$ cat src/rtl/mips_defs_pkg.sv
// Shared MIPS pipeline definitions: next-PC select encodings, nop, reset PC, instruction fields.
// Latency: n/a (constants, types and one pure function).
// Backpressure: n/a.
package mips_defs;

    // Redirect select produced by the D-stage decoder.
    typedef enum logic [1:0] {
        NPC_SEL_SEQ = 2'b00,
        NPC_SEL_BR  = 2'b01,
        NPC_SEL_J   = 2'b10,
        NPC_SEL_REG = 2'b11
    } npc_sel_e;

    localparam logic [31:0] NOP              = 32'h0000_0000;
    localparam logic [31:0] PC_RESET_DEFAULT = 32'h0000_3000;
    localparam int unsigned IM_WORDS_DEFAULT = 1024;

    // Instruction field bit ranges, shared with the decoder and stall unit.
    localparam int OP_HI    = 31;
    localparam int OP_LO    = 26;
    localparam int RS_HI    = 25;
    localparam int RS_LO    = 21;
    localparam int RT_HI    = 20;
    localparam int RT_LO    = 16;
    localparam int RD_HI    = 15;
    localparam int RD_LO    = 11;
    localparam int FUNC_HI  = 5;
    localparam int FUNC_LO  = 0;
    localparam int IMM16_HI = 15;
    localparam int IMM16_LO = 0;
    localparam int IDX26_HI = 25;
    localparam int IDX26_LO = 0;

    function automatic logic [31:0] sext_imm16(input logic [15:0] imm);
        return {{16{imm[15]}}, imm};
    endfunction

endpackage

$ cat src/rtl/fetch_stage_npc_calc.sv
// Next-PC selection: sequential, taken branch, j/jal, register jump.
// Latency: combinational.
// Backpressure: none; the caller decides whether the result is loaded into the PC.
// Ports: pc_f/pc_d/ir_d/jr_data in, npc_sel/br_taken select, npc out.
module npc_calc
    import mips_defs::*;
(
    input  logic [31:0] pc_f,
    input  logic [31:0] pc_d,
    input  logic [31:0] ir_d,
    input  logic [1:0]  npc_sel,
    input  logic        br_taken,
    input  logic [31:0] jr_data,
    output logic [31:0] npc
);

    logic [31:0] seq_pc;
    logic [31:0] imm_ext;
    logic [31:0] br_target;
    logic [31:0] j_target;

    assign seq_pc    = pc_f + 32'd4;
    assign imm_ext   = sext_imm16(ir_d[IMM16_HI:IMM16_LO]);
    // Branch and jump targets are relative to the instruction in D, not the
    // delay slot sitting in IF.
    assign br_target = pc_d + 32'd4 + {imm_ext[29:0], 2'b00};
    assign j_target  = {pc_d[31:28], ir_d[IDX26_HI:IDX26_LO], 2'b00};

    always_comb begin
        npc = seq_pc;
        case (npc_sel_e'(npc_sel))
            NPC_SEL_SEQ: npc = seq_pc;
            NPC_SEL_BR:  npc = br_taken ? br_target : seq_pc;
            NPC_SEL_J:   npc = j_target;
            NPC_SEL_REG: npc = jr_data;   // unaligned values pass through; IF flags them
            default:     npc = seq_pc;
        endcase
    end

endmodule

$ cat src/rtl/fetch_stage.sv
// IF stage plus IF/ID register: PC, ROM fetch address, instruction capture into D.
// Latency: instruction appears on IR_D one cycle after its address is on PC_F.
// Backpressure: PC_En=0 holds the PC, IF_ID_En=0 holds the D register; each honoured independently.
// Ports: clk/reset(async, low); PC_En/IF_ID_En stall enables; Instr_F ROM data;
//        NPC_Sel/Br_Taken/Jr_Data redirect from D; PC_F fetch address; IR_D/PC_D/PC8_D/AdEL_D to D.
module fetch_stage
    import mips_defs::*;
#(
    parameter logic [31:0] PC_RESET = PC_RESET_DEFAULT,
    parameter int unsigned IM_WORDS = IM_WORDS_DEFAULT
)
(
    input  logic        clk,
    input  logic        reset,
    input  logic        PC_En,
    input  logic        IF_ID_En,
    input  logic [31:0] Instr_F,
    input  logic [1:0]  NPC_Sel,
    input  logic        Br_Taken,
    input  logic [31:0] Jr_Data,
    output logic [31:0] PC_F,
    output logic [31:0] IR_D,
    output logic [31:0] PC_D,
    output logic [31:0] PC8_D,
    output logic        AdEL_D
);

    // Upper bound held at 33 bits so a ROM ending at 2^32 cannot wrap to zero.
    localparam logic [32:0] PC_LIMIT = {1'b0, PC_RESET} + (33'(IM_WORDS) * 33'd4);

    logic [31:0] npc;
    logic        legal;

    npc_calc u_npc_calc (
        .pc_f     (PC_F),
        .pc_d     (PC_D),
        .ir_d     (IR_D),
        .npc_sel  (NPC_Sel),
        .br_taken (Br_Taken),
        .jr_data  (Jr_Data),
        .npc      (npc)
    );

    assign legal = (PC_F[1:0] == 2'b00) && (PC_F >= PC_RESET) && ({1'b0, PC_F} < PC_LIMIT);
    assign PC8_D = PC_D + 32'd8;

    // Redirects never flush IF: the delay-slot instruction is captured normally.
    always_ff @(posedge clk or negedge reset) begin
        if (!reset) begin
            PC_F <= PC_RESET;
        end else if (PC_En) begin
            PC_F <= npc;
        end
    end

    always_ff @(posedge clk or negedge reset) begin
        if (!reset) begin
            IR_D   <= NOP;
            PC_D   <= 32'd0;
            AdEL_D <= 1'b0;
        end else if (IF_ID_En) begin
            IR_D   <= legal ? Instr_F : NOP;
            PC_D   <= PC_F;
            AdEL_D <= !legal;
        end
    end

endmodule

$ cat config.mk
export PLATFORM = sky130hd
export DESIGN_NAME = fetch_stage
export DESIGN_NICKNAME = d
export VERILOG_FILES = /design/src/rtl/mips_defs_pkg.sv /design/src/rtl/fetch_stage_npc_calc.sv /design/src/rtl/fetch_stage.sv
export SDC_FILE = /design/constraint.sdc
export NUM_CORES = 1
export LEC_CHECK = 0
export BUFFER_PORTS_ARGS = -buffer_cell sky130_fd_sc_hd__buf_2
export CORE_ASPECT_RATIO = 1.2
export CORE_MARGIN = 2
export CORE_UTILIZATION = 49
export DETAILED_ROUTE_END_ITERATION = 12
export GPL_TIMING_DRIVEN = 1
export PLACE_DENSITY = 0.78
export SLEW_MARGIN = 20
export SYNTH_ARGS = -nofsm -noshare
export SYNTH_HDL_FRONTEND = slang
export SYNTH_SLANG_ARGS = --single-unit
export TNS_END_PERCENT = 10
$ cat constraint.sdc
create_clock -name clk -period 2.9 [get_ports clk]
set_clock_uncertainty 0.2 [all_clocks]
set_input_delay 0.58 -clock clk [delete_from_list [all_inputs] [get_ports clk]]
set_output_delay 0.58 -clock clk [all_outputs]
set_load 0.02 [all_outputs]
[Word-level counts from Yosys, hierarchy flattened]
Index checks and enable logic that the tools add are counted.
Word-level totals
  bits in registers: 97
  logic and storage cells: 21
Operators by class
  add/subtract/negate cells: 4
  order comparisons: 2
  equal/unequal tests: 3
  muxes and demuxes: 3
  reduce and logical (&&, ||, !) cells: 5
Operator list (number)
  one-hot mux 32 bit (4 select lines): 1
  adder 32 x 3 -> 32 bit (second input constant): 2
  2-to-1 mux 32 bit: 2
  adder 32 bit: 1
  adder 32 x 4 -> 32 bit (second input constant): 1
  >= comparator 32 x 14 -> 1 bit (second input constant): 1
  less-than comparator 32 x 15 -> 1 bit (second input constant): 1
  == test 2 bit (second input constant): 2
  zero test 2 bit: 2
  == test 2 x 1 -> 1 bit (second input constant): 1
  logical AND 1 bit: 2
  zero test 1 bit: 1

[Logic depth before layout (Yosys ltp)]
Gate-level depths: netlist of the first run.
  depth after elaboration: 4
  depth in mapped cells: 13
  depth with buffers taken out: 13

[Hierarchy]
From an unflattened synthesis of the first run, not the netlist that was laid out.
Unflattened totals
  cell total of the unflattened synthesis: 837
  area, all modules: 7913.8 um^2
Modules (own cells, without submodules)
  fetch_stage: times used 1, cells each 310, area an instance 4159.0 um^2, seq. area each 2429.8 um^2
  npc_calc: times used 1, cells each 527, area an instance 3754.9 um^2, seq. area each 0.0 um^2

[Worst setup path before layout of the first run]
Ideal clock, no wire load.
  path kind: reg2reg
  start point: reg PC_D[3]
  end point: reg PC_F[31]
  setup time: 0.076 ns
  data arrival time: 2.926 ns
  setup slack: -0.303 ns
  stages on the path, launching flop included: 12
  buffers on the path: 0
  clock period less this slack: 3.203 ns
  path through: dfrtp_1 ha_1 ha_1 fa_1 a211oi_1 o211ai_1 a31oi_1 o21ai_1 a31oi_1 o221ai_1 mux2_2 o21ai_1
On the way
  word-level cells in the longest chain between the ends: 4
RTL lines
  start: declaration: line fetch_stage.sv:23  | output logic [31:0] PC_D,
  start signal: assignment: line fetch_stage.sv:59  | PC_D <= 32'd0;
  start signal: assignment: line fetch_stage.sv:63  | PC_D <= PC_F;
  adder 32 x 3 -> 32 bit: line fetch_stage_npc_calc.sv:26  | assign br_target = pc_d + 32'd4 + {imm_ext[29:0], 2'b00};
  adder 32 bit: line fetch_stage_npc_calc.sv:26
  2-to-1 mux 32 bit: line fetch_stage_npc_calc.sv:33  | NPC_SEL_BR: npc = br_taken ? br_target : seq_pc;
  one-hot mux 32 bit (4 select lines): line fetch_stage_npc_calc.sv:31  | case (npc_sel_e'(npc_sel))
  end signal: assignment: line fetch_stage.sv:52  | PC_F <= npc;
  end: declaration: line fetch_stage.sv:21  | output logic [31:0] PC_F,
Every way passes these cells.
A chain may end at the register's enable or synchronous reset.

[Worst setup path after layout of the first run]
  start point: reg PC_D[5]
  end point: out PC8_D[26]
On the way
  word-level cells in the longest chain between the ends: 1
RTL lines
  adder 32 x 4 -> 32 bit: line fetch_stage.sv:45  | assign PC8_D = PC_D + 32'd8;
  end: declaration: line fetch_stage.sv:24  | output logic [31:0] PC8_D,
Every way passes these cells.

==> flow_summary.ini, run 1 <==
[clocking]
clock_sinks = 97
clock-root-buffer = clkbuf_16
cts_buffer_depth = 2
ctsHtreeMaxLevel = 3
clkTransAtPathRegs_ns = 0.08
cts_tree = built
clock_latency_ns = 0.37
cts_buffers = 9

[cells_and_area]
final_area_um2 = 10150
fillers = 1220
final_nets = 1289
final_cells = 1366
n_antenna_cell = 0
drive_above_1_share = 0.3907
area_growth_pct = 37.92

[floorplanning]
core_area_um2 = 14840
die-area_um2 = 16010
die_w_um = 115.9
io_pins = 200
rows = 49
die_y_um = 138.2
start_util = 0.4959

[power_and_ir_drop]
p_leak_nw = 5.022
combPwrFrac = 0.395
finalPower_mw = 4.814
p_int_mw = 2.943
p_per_area_nw_per_um2 = 474.4
vdd_ir_drop_max_uv = 318.1
p_sw_mw = 1.871
seqPwrFrac = 0.356
p_clk_frac = 0.249
p_sw_frac = 0.3887

[synth]
synthCells = 856
synth.distinct_cells = 67
synth-seq-cells = 97
yosysTopAreaCellShare = 0.3231
synthTopCellsByArea = dfrtp_1, ha_1, nand2_1
yosysMostFrequentCell = nand2_1
synthTopCellsByCount = nand2_1, dfrtp_1, o21ai_0, ha_1
syn_area_um2 = 7357
async_flop_share = 1.000
synth-edff-count = 0
yosysSeqAreaShare = 0.3303
synth.avg_cell_area_um2 = 8.595
synth-main-ff-cell = dfrtp_1
ys_warn_count = 0
yosys.area.top_type = dfrtp_1
synth_nets = 988

[critical_path]
worst-r2r-setup-slack_ns = -0.20
cp_num_buf_inv = 3
worstRegToRegCells = 12
timing.rr.start = IR_D[1]$_DFFE_PN0P_
required_ns = 2.12
critPathKind = flop to primary output
crit_path_end_kind = primary output
cpMaxStageDelayCell = dfrtp_1
worstPathCellList = and3_4 > and2_4 > buf_6 > nand4_1 > or2_4 > nor4_4 > buf_4 > nand2_2 > xnor2_2 > buf_4
cp_common_cell = buf_4
max_stage_delay_ns = 0.36
critPathLaunchType = flop
cp_data_arrival_time_ns = 2.34
critical_path.max_fanout = 4
path_delay_family = simple AND/OR/NAND/NOR gates
r2r_end = PC_F[19]$_DFFE_PN0P_

[sta]
slew_viol_final = 0
hold_viol = 0
worst_slack_ns = -0.2245
setup_viol = 28
finalSetupTns_ns = -3.568
fin_crit_ns = 3.125
tightestPinTransition_ns = 0.7498
post-route-period-util = 1.077
slew_headroom = 0.5002
max_freq_ghz = 0.3200
grt_setup_unrepaired = yes

[grt]
grt_pass1_wl_um = 38250
track_usage = 0.3018
grt_pass1_vias = 7515
gr-total-overflow = 0
grt_antenna_before_repair = 0
grt_max_degree = 68

[placement]
dpl.hpwl_um = 18100
place_inst = 1340
postPlaceCellArea_um2 = 9452
place_ws_ns = -0.3636
portBuffers = 199
gp_congestion = 0.9061

[routing]
drt_iter0_markers = 458
drtAntennaViolNets = 0
drt_first_pass_iters = 5
viasPerCell = 5.685
routed_wirelength_um = 24430
via_count = 7766
drc = 0
wire_per_inst_um = 17.88

[min_path]
hold_path_class = primary input to flop
hold_end = IR_D[29]$_DFFE_PN0P_
min_from = Instr_F[29]
hold_depth = 3

[status]
outcome = finished, violations left
violations = negative setup slack

[job]
maxCapViolations = 0
## worst reg2reg max path: cells and delay by family (launching register included)
| kind | cells | cell delay, ns |
|---|---|---|
| compound gates | 7 | 1.36 |
| fa+ha+maj | 3 | 0.76 |
| flops | 1 | 0.43 |
| buf+inv | 1 | 0.15 |
| xor+xnor | 1 | 0.08 |
## repair_timing
action | CTS | global route
pin swaps | 15 | 28
setup endpoints to repair | 35 | 36
endpoints found under the hold margin | 1 | 0
resized for setup | 35 | 44
hold buffers | 1 | 0
setup buffers | 5 | 4
## how the worst max path moves through the flow
| stage | from | to | cells past startpoint |
|---|---|---|---|
| finish | PC_D[5]$_DFFE_PN0P_ | PC8_D[26] | 10 |
| global route | PC_D[5]$_DFFE_PN0P_ | PC8_D[26] | 10 |
| global placement | IR_D[1]$_DFFE_PN0P_ | PC_F[31]$_DFFE_PN0P_ | 11 |
| floorplan | PC_D[3]$_DFFE_PN0P_ | PC_F[31]$_DFFE_PN0P_ | 11 |
| CTS | PC_D[7]$_DFFE_PN0P_ | PC8_D[26] | 10 |
| detailed placement | IR_D[0]$_DFFE_PN0P_ | PC_F[31]$_DFFE_PN0P_ | 13 |
## final cells by class
cell class | instances | area, um^2 | share of cell area
clock buffers | 10 | 229.0 | 0.02256
well taps | 204 | 255.2 | 0.02515
repair buffers | 332 | 2071 | 0.2041
clock inverters | 6 | 52.55 | 0.005179
flip-flops and latches | 97 | 2440 | 0.2404
multi-input cells | 671 | 4927 | 0.4856
inverters | 46 | 172.7 | 0.01702
## logic make-up (layout without fill, tap and decap cells)
| family | Yosys count | count (layout) | share of synthesized area |
|---|---|---|---|
| DFF | 97 | 97 | 0.3303 |
| xor gates and xnor gates | 54 | 54 | 0.06429 |
| adders and majority gates | 61 | 61 | 0.1048 |
| buffers and inverters | 88 | 394 | 0.04694 |
| and+or+nand+nor | 273 | 273 | 0.1762 |
| AOI/OAI and AO/OA | 228 | 228 | 0.1973 |
| muxes | 55 | 55 | 0.08027 |
## layout by cell type, fill, tap and decap left out, types with 4 or more instances in the layout
master     netlist  layout
nand2b_1         5       5
ha_1            60      50
mux2i_1         23      23
buf_6            0       5
nor3_1          15      13
inv_1           46      44
a22o_1          12      12
o21ai_1          6      10
a21o_1          12      12
nand2_1        116     112
a22oi_1          9       9
buf_4            3     143
nor4_1           6       5
and2_1           5       4
xor2_1          20      19
ha_4             0       8
nor2_1          46      42
nand2_2          0       4
o22ai_1          4       4
dfrtp_1         95      87
buf_2            2     182
nand4_1         13      13
clkbuf_16        0       9
and3_1          10       9
nor2b_1          8       8
xnor2_1         34      29
a21oi_2          1       5
xnor2_2          0       4
and4_1           4       4
mux2_2          32      32
o21ai_0         84      77
nor3b_1          4       4
a21oi_1         43      37
nand3_1         28      27
dfrtp_2          0       8
a211o_1          4       4
o211ai_1        11      11
## power by group through the flow
| stage | Sequential (mW) | Combinational (mW) | Clock [mW] |
|---|---|---|---|
| 2_1_floorplan | 1.92 | 0.823 | 0 |
| 3_3_place_gp | 1.73 | 1.75 | 0 |
| 3_5_place_dp | 1.73 | 1.78 | 0 |
| 4_1_cts | 1.71 | 1.83 | 1.20 |
| 5_1_grt | 1.74 | 2.05 | 1.24 |
| 6_report | 1.71 | 1.90 | 1.20 |
## flip-flops by register name, indices dropped and copies added, names as in the netlist
name and count:
AdEL_D 1, IR_D 32, PC_D 32, PC_F 32
## per-layer routing
layer | up-vias | track usage | part of all wire
met5 | - | 0 | 0
met4 | 0 | 0.1272 | 0.033
met3 | 57 | 0.03244 | 0.050
met2 | 312 | 0.5346 | 0.53
met1 | 3720 | 0.3670 | 0.39
li1 | 3677 | - | -
## metrics by stage
stage | hold WS (ns) | utilization
floorplan | 0.08441 | -
global placement | 0.1766 | 0.6370
detailed placement | 0.1791 | 0.6370
CTS | 0.2094 | 0.6682
global route | 0.2276 | 0.6839
finish | 0.2098 | 0.6839
Note: power is estimated with default switching activity, not from simulation.
==> run 2, diff against run 1 <==
--- a/config.mk
+++ b/config.mk
@@ -8,10 +8,10 @@
 export BUFFER_PORTS_ARGS = -buffer_cell sky130_fd_sc_hd__buf_2
 export CORE_ASPECT_RATIO = 1.2
 export CORE_MARGIN = 2
-export CORE_UTILIZATION = 49
+export CORE_UTILIZATION = 54
 export DETAILED_ROUTE_END_ITERATION = 12
 export GPL_TIMING_DRIVEN = 1
-export PLACE_DENSITY = 0.78
+export PLACE_DENSITY = 0.82
 export SLEW_MARGIN = 20
 export SYNTH_ARGS = -nofsm -noshare
 export SYNTH_HDL_FRONTEND = slang
==> constraint.sdc (replaced) <==
create_clock -name clk -period 3.49 [get_ports clk]
set_clock_uncertainty 0.2 [all_clocks]
set_input_delay 0.698 -clock clk [delete_from_list [all_inputs] [get_ports clk]]
set_output_delay 0.698 -clock clk [all_outputs]
set_load 0.02 [all_outputs]
==> run 2 against run 1 <==
The flow now finishes without violations. Combinational power shrank 34%. Register-to-register slack gained 0.33 ns. Sequential power shrank 13%. Critical path depth shrank 2. Count of clock-buffer cells in the layout grew 1. Global-route usage shrank 0.89 points. Critical path type unchanged.
==> flow_summary.ini, run 2 (same netlist as run 1, synthesis figures left out) <==
[power_and_ir_drop]
finalPower_mw = 3.715
p_per_area_nw_per_um2 = 413.7
p_sw_mw = 1.453
p_sw_frac = 0.3911
p_clk_frac = 0.265
p_int_mw = 2.262
seqPwrFrac = 0.398
vdd_ir_drop_max_uv = 250.2
p_leak_nw = 4.476
combPwrFrac = 0.337

[grt]
grt_pass1_vias = 6941
grt_pass1_wl_um = 35090
gr-total-overflow = 0
track_usage = 0.2929
grt_max_degree = 68
grt_antenna_before_repair = 0

[cells_and_area]
n_antenna_cell = 0
drive_above_1_share = 0.2880
fillers = 1100
final_cell_mix = buf_2, nand2_1, dfrtp_1
utilization = 0.6784
final_common_cell = buf_2
multiInputGateArea_um2 = 4647
area_growth_pct = 22.06
final_area_um2 = 8980
top_regs = IR_D (32), PC_D (32), PC_F (32)
final_nets = 1186
regArea_um2 = 2431

[clocking]
clkTransAtPathRegs_ns = 0.07
clock-root-buffer = clkbuf_16
ctsHtreeMaxLevel = 3
cts_buffers = 9
cts_tree = built
clock_sinks = 97
clock_latency_ns = 0.35
cts_buffer_depth = 2

[critical_path]
cp_data_arrival_time_ns = 2.50
crit_path_end_kind = primary output
timing.rr.start = IR_D[1]$_DFFE_PN0P_
critPathLaunchType = flop
worstRegToRegCells = 11
required_ns = 2.59
r2r_end = PC_F[19]$_DFFE_PN0P_
critPathKind = flop to primary output
worst-r2r-setup-slack_ns = 0.13
critical_path.max_fanout = 6

[sta]
hold_viol = 0
tightestPinTransition_ns = 0.8107
slew_viol_final = 0
slew_headroom = 0.4596
max_freq_ghz = 0.2944
worst_slack_ns = 0.09376
grt_setup_unrepaired = yes
worst_hold_slack_ns = 0.1459
fin_crit_ns = 3.396
setup_viol = 0
post-route-period-util = 0.9731

[routing]
viasPerCell = 5.947
drt_first_pass_iters = 7
via_count = 7297
routed_wirelength_um = 22260
drc = 0
drt_iter0_markers = 417
wire_per_inst_um = 18.14
drtAntennaViolNets = 0

[placement]
dpl.hpwl_um = 16560
postPlaceCellArea_um2 = 8581
gp_congestion = 0.9632
portBuffers = 199
place_ws_ns = 0.04106

[floorplanning]
die_y_um = 131.9
core_area_um2 = 13240
die-area_um2 = 14580
rows = 46
die_w_um = 110.6
io_pins = 200
start_util = 0.5558

[status]
outcome = finished clean

[job]
maxCapViolations = 0

[min_path]
hold_path_class = primary input to asynchronous set/reset pin
## run 2: changes by cell type in the layout (fill, tap and decap cells not counted), moves of 8 or more
cell   before  now
ha_4        8    0
ha_1       50   59
buf_4     143   30
buf_2     182  198
## run 2: final cells by class
type	count	share of cell area
Clock buffer	11	0.02703
Timing Repair Buffer	229	0.1377
Inverter	46	0.01923
Clock inverter	5	0.004459
Sequential cell	97	0.2707
Tap cell	168	0.02341
Multi-Input combinational cell	671	0.5175
## run 2: worst max-delay path, cell delays in order (launching register included)
cell	delay [ns]
dfrtp_2	0.41
and3_1	0.21
and2_4	0.17
nand3_2	0.12
or3_4	0.46
nor3_4	0.30
nand3_1	0.14
xnor2_1	0.15
buf_2	0.18
## run 2: worst max path at each step
| stage | from | endpoint | depth (start not counted) |
|---|---|---|---|
| floorplan | PC_D[3]$_DFFE_PN0P_ | PC_F[31]$_DFFE_PN0P_ | 11 |
| global placement | IR_D[1]$_DFFE_PN0P_ | PC_F[31]$_DFFE_PN0P_ | 11 |
| detailed placement | IR_D[1]$_DFFE_PN0P_ | PC_F[31]$_DFFE_PN0P_ | 11 |
| CTS | IR_D[1]$_DFFE_PN0P_ | PC_F[25]$_DFFE_PN0P_ | 11 |
| global route | PC_D[5]$_DFFE_PN0P_ | PC8_D[31] | 8 |
| finish | PC_D[5]$_DFFE_PN0P_ | PC8_D[29] | 8 |
## run 2: repair_timing
| item | CTS | global route |
|---|---|---|
| setup endpoints to repair | 7 | 13 |
| pin swaps | 1 | 5 |
| buffers inserted | 0 | 7 |
| hold buffers | 0 | 0 |
| gates resized for setup | 4 | 9 |
## run 2: through the flow
| step | std cells | TNS [ns] |
|---|---|---|
| after CTS | 1220 | 0 |
| after global placement | 1204 | 0 |
| after floorplan | 856 | 0 |
| after global routing | 1227 | -0.001274 |
| final | 1227 | 0 |
| after detailed placement | 1204 | 0 |
## run 2: routing by layer
layer / wire length [um] / GRT usage / vias up
li1: - / - / 3470
met1: 8864 / 0.3663 / 3463
met2: 11230 / 0.5106 / 310
met3: 1376 / 0.02989 / 54
met4: 782 / 0.1347 / 0
met5: 0 / 0 / -
## run 2: power by group through the flow
stage          clock network, mW  logic [mW]  registers (mW)
5_1_grt                     1.04        1.35            1.50
6_report                   0.984        1.25            1.48
2_1_floorplan                  0       0.671            1.59
3_5_place_dp                   0        1.22            1.50
4_1_cts                    0.990        1.23            1.48
3_3_place_gp                   0        1.20            1.49
==> run 3, diff against run 2 <==
--- a/config.mk
+++ b/config.mk
@@ -7,7 +7,6 @@
 export LEC_CHECK = 0
 export BUFFER_PORTS_ARGS = -buffer_cell sky130_fd_sc_hd__buf_2
 export CORE_ASPECT_RATIO = 1.2
-export CORE_MARGIN = 2
 export CORE_UTILIZATION = 54
 export DETAILED_ROUTE_END_ITERATION = 12
 export GPL_TIMING_DRIVEN = 1
==> constraint.sdc (replaced) <==
create_clock -name clk -period 3.49 [get_ports clk]
set_clock_uncertainty 0.2 [all_clocks]
set_input_delay 0.698 -clock clk [delete_from_list [all_inputs] [get_ports clk]]
set_output_delay 0.698 -clock clk [all_outputs]
set_load 0.01 [all_outputs]
==> run 3 against run 2 <==
Sequential share of layout area is 0.067 points higher. Sequential power about the same. Combinational power decreased by 14%. Clock power increased by 7%. Worst setup slack worse by 0.025 ns. Non-clock buffer count down 7. Die area decreased by 3.3%. Utilization fell by 0.13 points. Flip-flop and latch count unchanged. Worst hold slack worse by 0.13 ns. Via count is 0.63% lower. Largest power group unchanged.
==> flow_summary.ini, run 3 (same netlist as run 1, synthesis figures left out) <==
[critical_path]
critPathKind = flop to flop
critPathLaunchType = flop
timing.rr.start = IR_D[1]$_DFFE_PN0P_
critical_path.max_fanout = 3
cp_data_arrival_time_ns = 3.50
crit_start = IR_D[1]$_DFFE_PN0P_
crit_path_end_kind = flop
required_ns = 3.57

[clocking]
clkTransAtPathRegs_ns = 0.07
clock_latency_ns = 0.35
ctsHtreeMaxLevel = 3
clock-root-buffer = clkbuf_16
cts_hold_buffers = 0
cts_buffers = 9
cts_tree = built
cts_buffer_depth = 2
clock_sinks = 97

[floorplanning]
io_pins = 200
core_area_um2 = 13240
die_w_um = 108.6
die_y_um = 129.9
start_util = 0.5558
rows = 46
die-area_um2 = 14100

[cells_and_area]
final_cell_mix = buf_2, nand2_1, dfrtp_1
area_growth_pct = 21.82
drive_above_1_share = 0.2833
final_common_cell = buf_2
top_regs = IR_D (32), PC_D (32), PC_F (32)
final_cells = 1220
fillers = 1135
n_antenna_cell = 0
final_nets = 1179

[routing]
wire_per_inst_um = 18.22
routed_wirelength_um = 22230
drt_first_pass_iters = 6
drtAntennaViolNets = 0
via_count = 7251
drc = 0
drt_iter0_markers = 425
viasPerCell = 5.943

[grt]
gr-total-overflow = 0
grt_pass1_vias = 7001
grt_max_degree = 79
grt_antenna_before_repair = 0
grt_pass1_wl_um = 34550
track_usage = 0.3150

[sta]
grt_setup_unrepaired = yes
slew_headroom = 0.4930
worst_slack_ns = 0.06909
hold_viol = 0
fin_crit_ns = 3.421
setup_viol = 0
max_freq_ghz = 0.2923
post-route-period-util = 0.9802
slew_viol_final = 0
tightestPinTransition_ns = 0.7606

[power_and_ir_drop]
p_per_area_nw_per_um2 = 403.7
vdd_ir_drop_max_uv = 263.1
p_leak_nw = 4.465

[placement]
portBuffers = 199
gp_congestion = 0.9152
place_ws_ns = -0.005299
dpl.hpwl_um = 16430
place_inst = 1203

[status]
outcome = finished clean

[min_path]
hold_path_class = primary input to asynchronous set/reset pin

[job]
maxCapViolations = 0
==> run 3: cell count changes in the layout (fill, tap and decap cells not counted) <==
cell,delta
dfrtp_2,+1
buf_12,+1
inv_6,+1
bufinv_16,+1
clkinvlp_4,-2
buf_4,-8
dfrtp_1,-1
ha_2,-1
ha_1,+1
==> run 3: layout make-up <==
cell class | instances | area, um^2 | share of cell area
clock buffers | 11 | 242.7 | 0.02708
clock inverters | 5 | 63.81 | 0.007120
inverters | 46 | 172.7 | 0.01927
multi-input cells | 671 | 4644 | 0.5182
flip-flops and latches | 97 | 2432 | 0.2714
well taps | 168 | 210.2 | 0.02345
repair buffers | 222 | 1196 | 0.1335
==> run 3: what timing repair did <==
| action | CTS | global route |
|---|---|---|
| resized for setup | 5 | 8 |
| buffers inserted | 1 | 0 |
| endpoints found under the setup margin | 8 | 13 |
| pin swaps | 1 | 1 |
==> run 3: final timing paths <==
check	endpoint	slack, ns	depth (start not counted)
setup / recovery	PC_F[31]$_DFFE_PN0P_	0.07	11
hold / removal	IR_D[27]$_DFFE_PN0P_	0.02	1
setup reg to reg	PC_F[31]$_DFFE_PN0P_	0.07	11
hold reg to reg	AdEL_D$_DFFE_PN0P_	0.31	2
max in group asynchronous	PC_F[13]$_DFFE_PN1P_	2.30	2
min in group clk	AdEL_D$_DFFE_PN0P_	0.31	2
==> run 3: per-layer routing <==
layer,global-route usage,vias to the layer above,share of wire
met2,0.5540,279,0.51
met1,0.3771,3450,0.40
met4,0.1558,0,0.039
li1,-,3456,-
met5,0,-,0
met3,0.04046,66,0.055
==> run 3: critical path, stage by stage (launching register included) <==
cell and delay, ns:
dfrtp_1 0.41, ha_1 0.31, ha_1 0.24, fa_1 0.44
a211oi_2 0.31, o211ai_1 0.18, a31oi_1 0.23, o21ai_1 0.16
a31oi_2 0.27, o221ai_2 0.17, mux2_2 0.30, o21ai_1 0.11
==> run 3: stage by stage <==
stage | power, mW | hold slack, ns | util | TNS (ns) | instance area, um^2
6_report | 3.618 | 0.01925 | 0.6770 | 0 | 8962
3_5_place_dp | 2.567 | 0.2908 | 0.6486 | -0.005299 | 8586
3_3_place_gp | 2.543 | 0.2705 | 0.6486 | 0 | 8586
5_1_grt | 3.802 | 0.04482 | 0.6770 | -0.01373 | 8962
4_1_cts | 3.620 | 0.02440 | 0.6743 | -0.01175 | 8926
2_1_floorplan | 2.108 | 0.2024 | - | 0 | 7357
==> run 3: power by group <==
part,total (mW),switching [mW],leakage (nW),internal [mW]
clock network,1.05,0.468,0.147,0.583
registers,1.48,0.233,1.25,1.25
logic,1.08,0.589,3.07,0.496
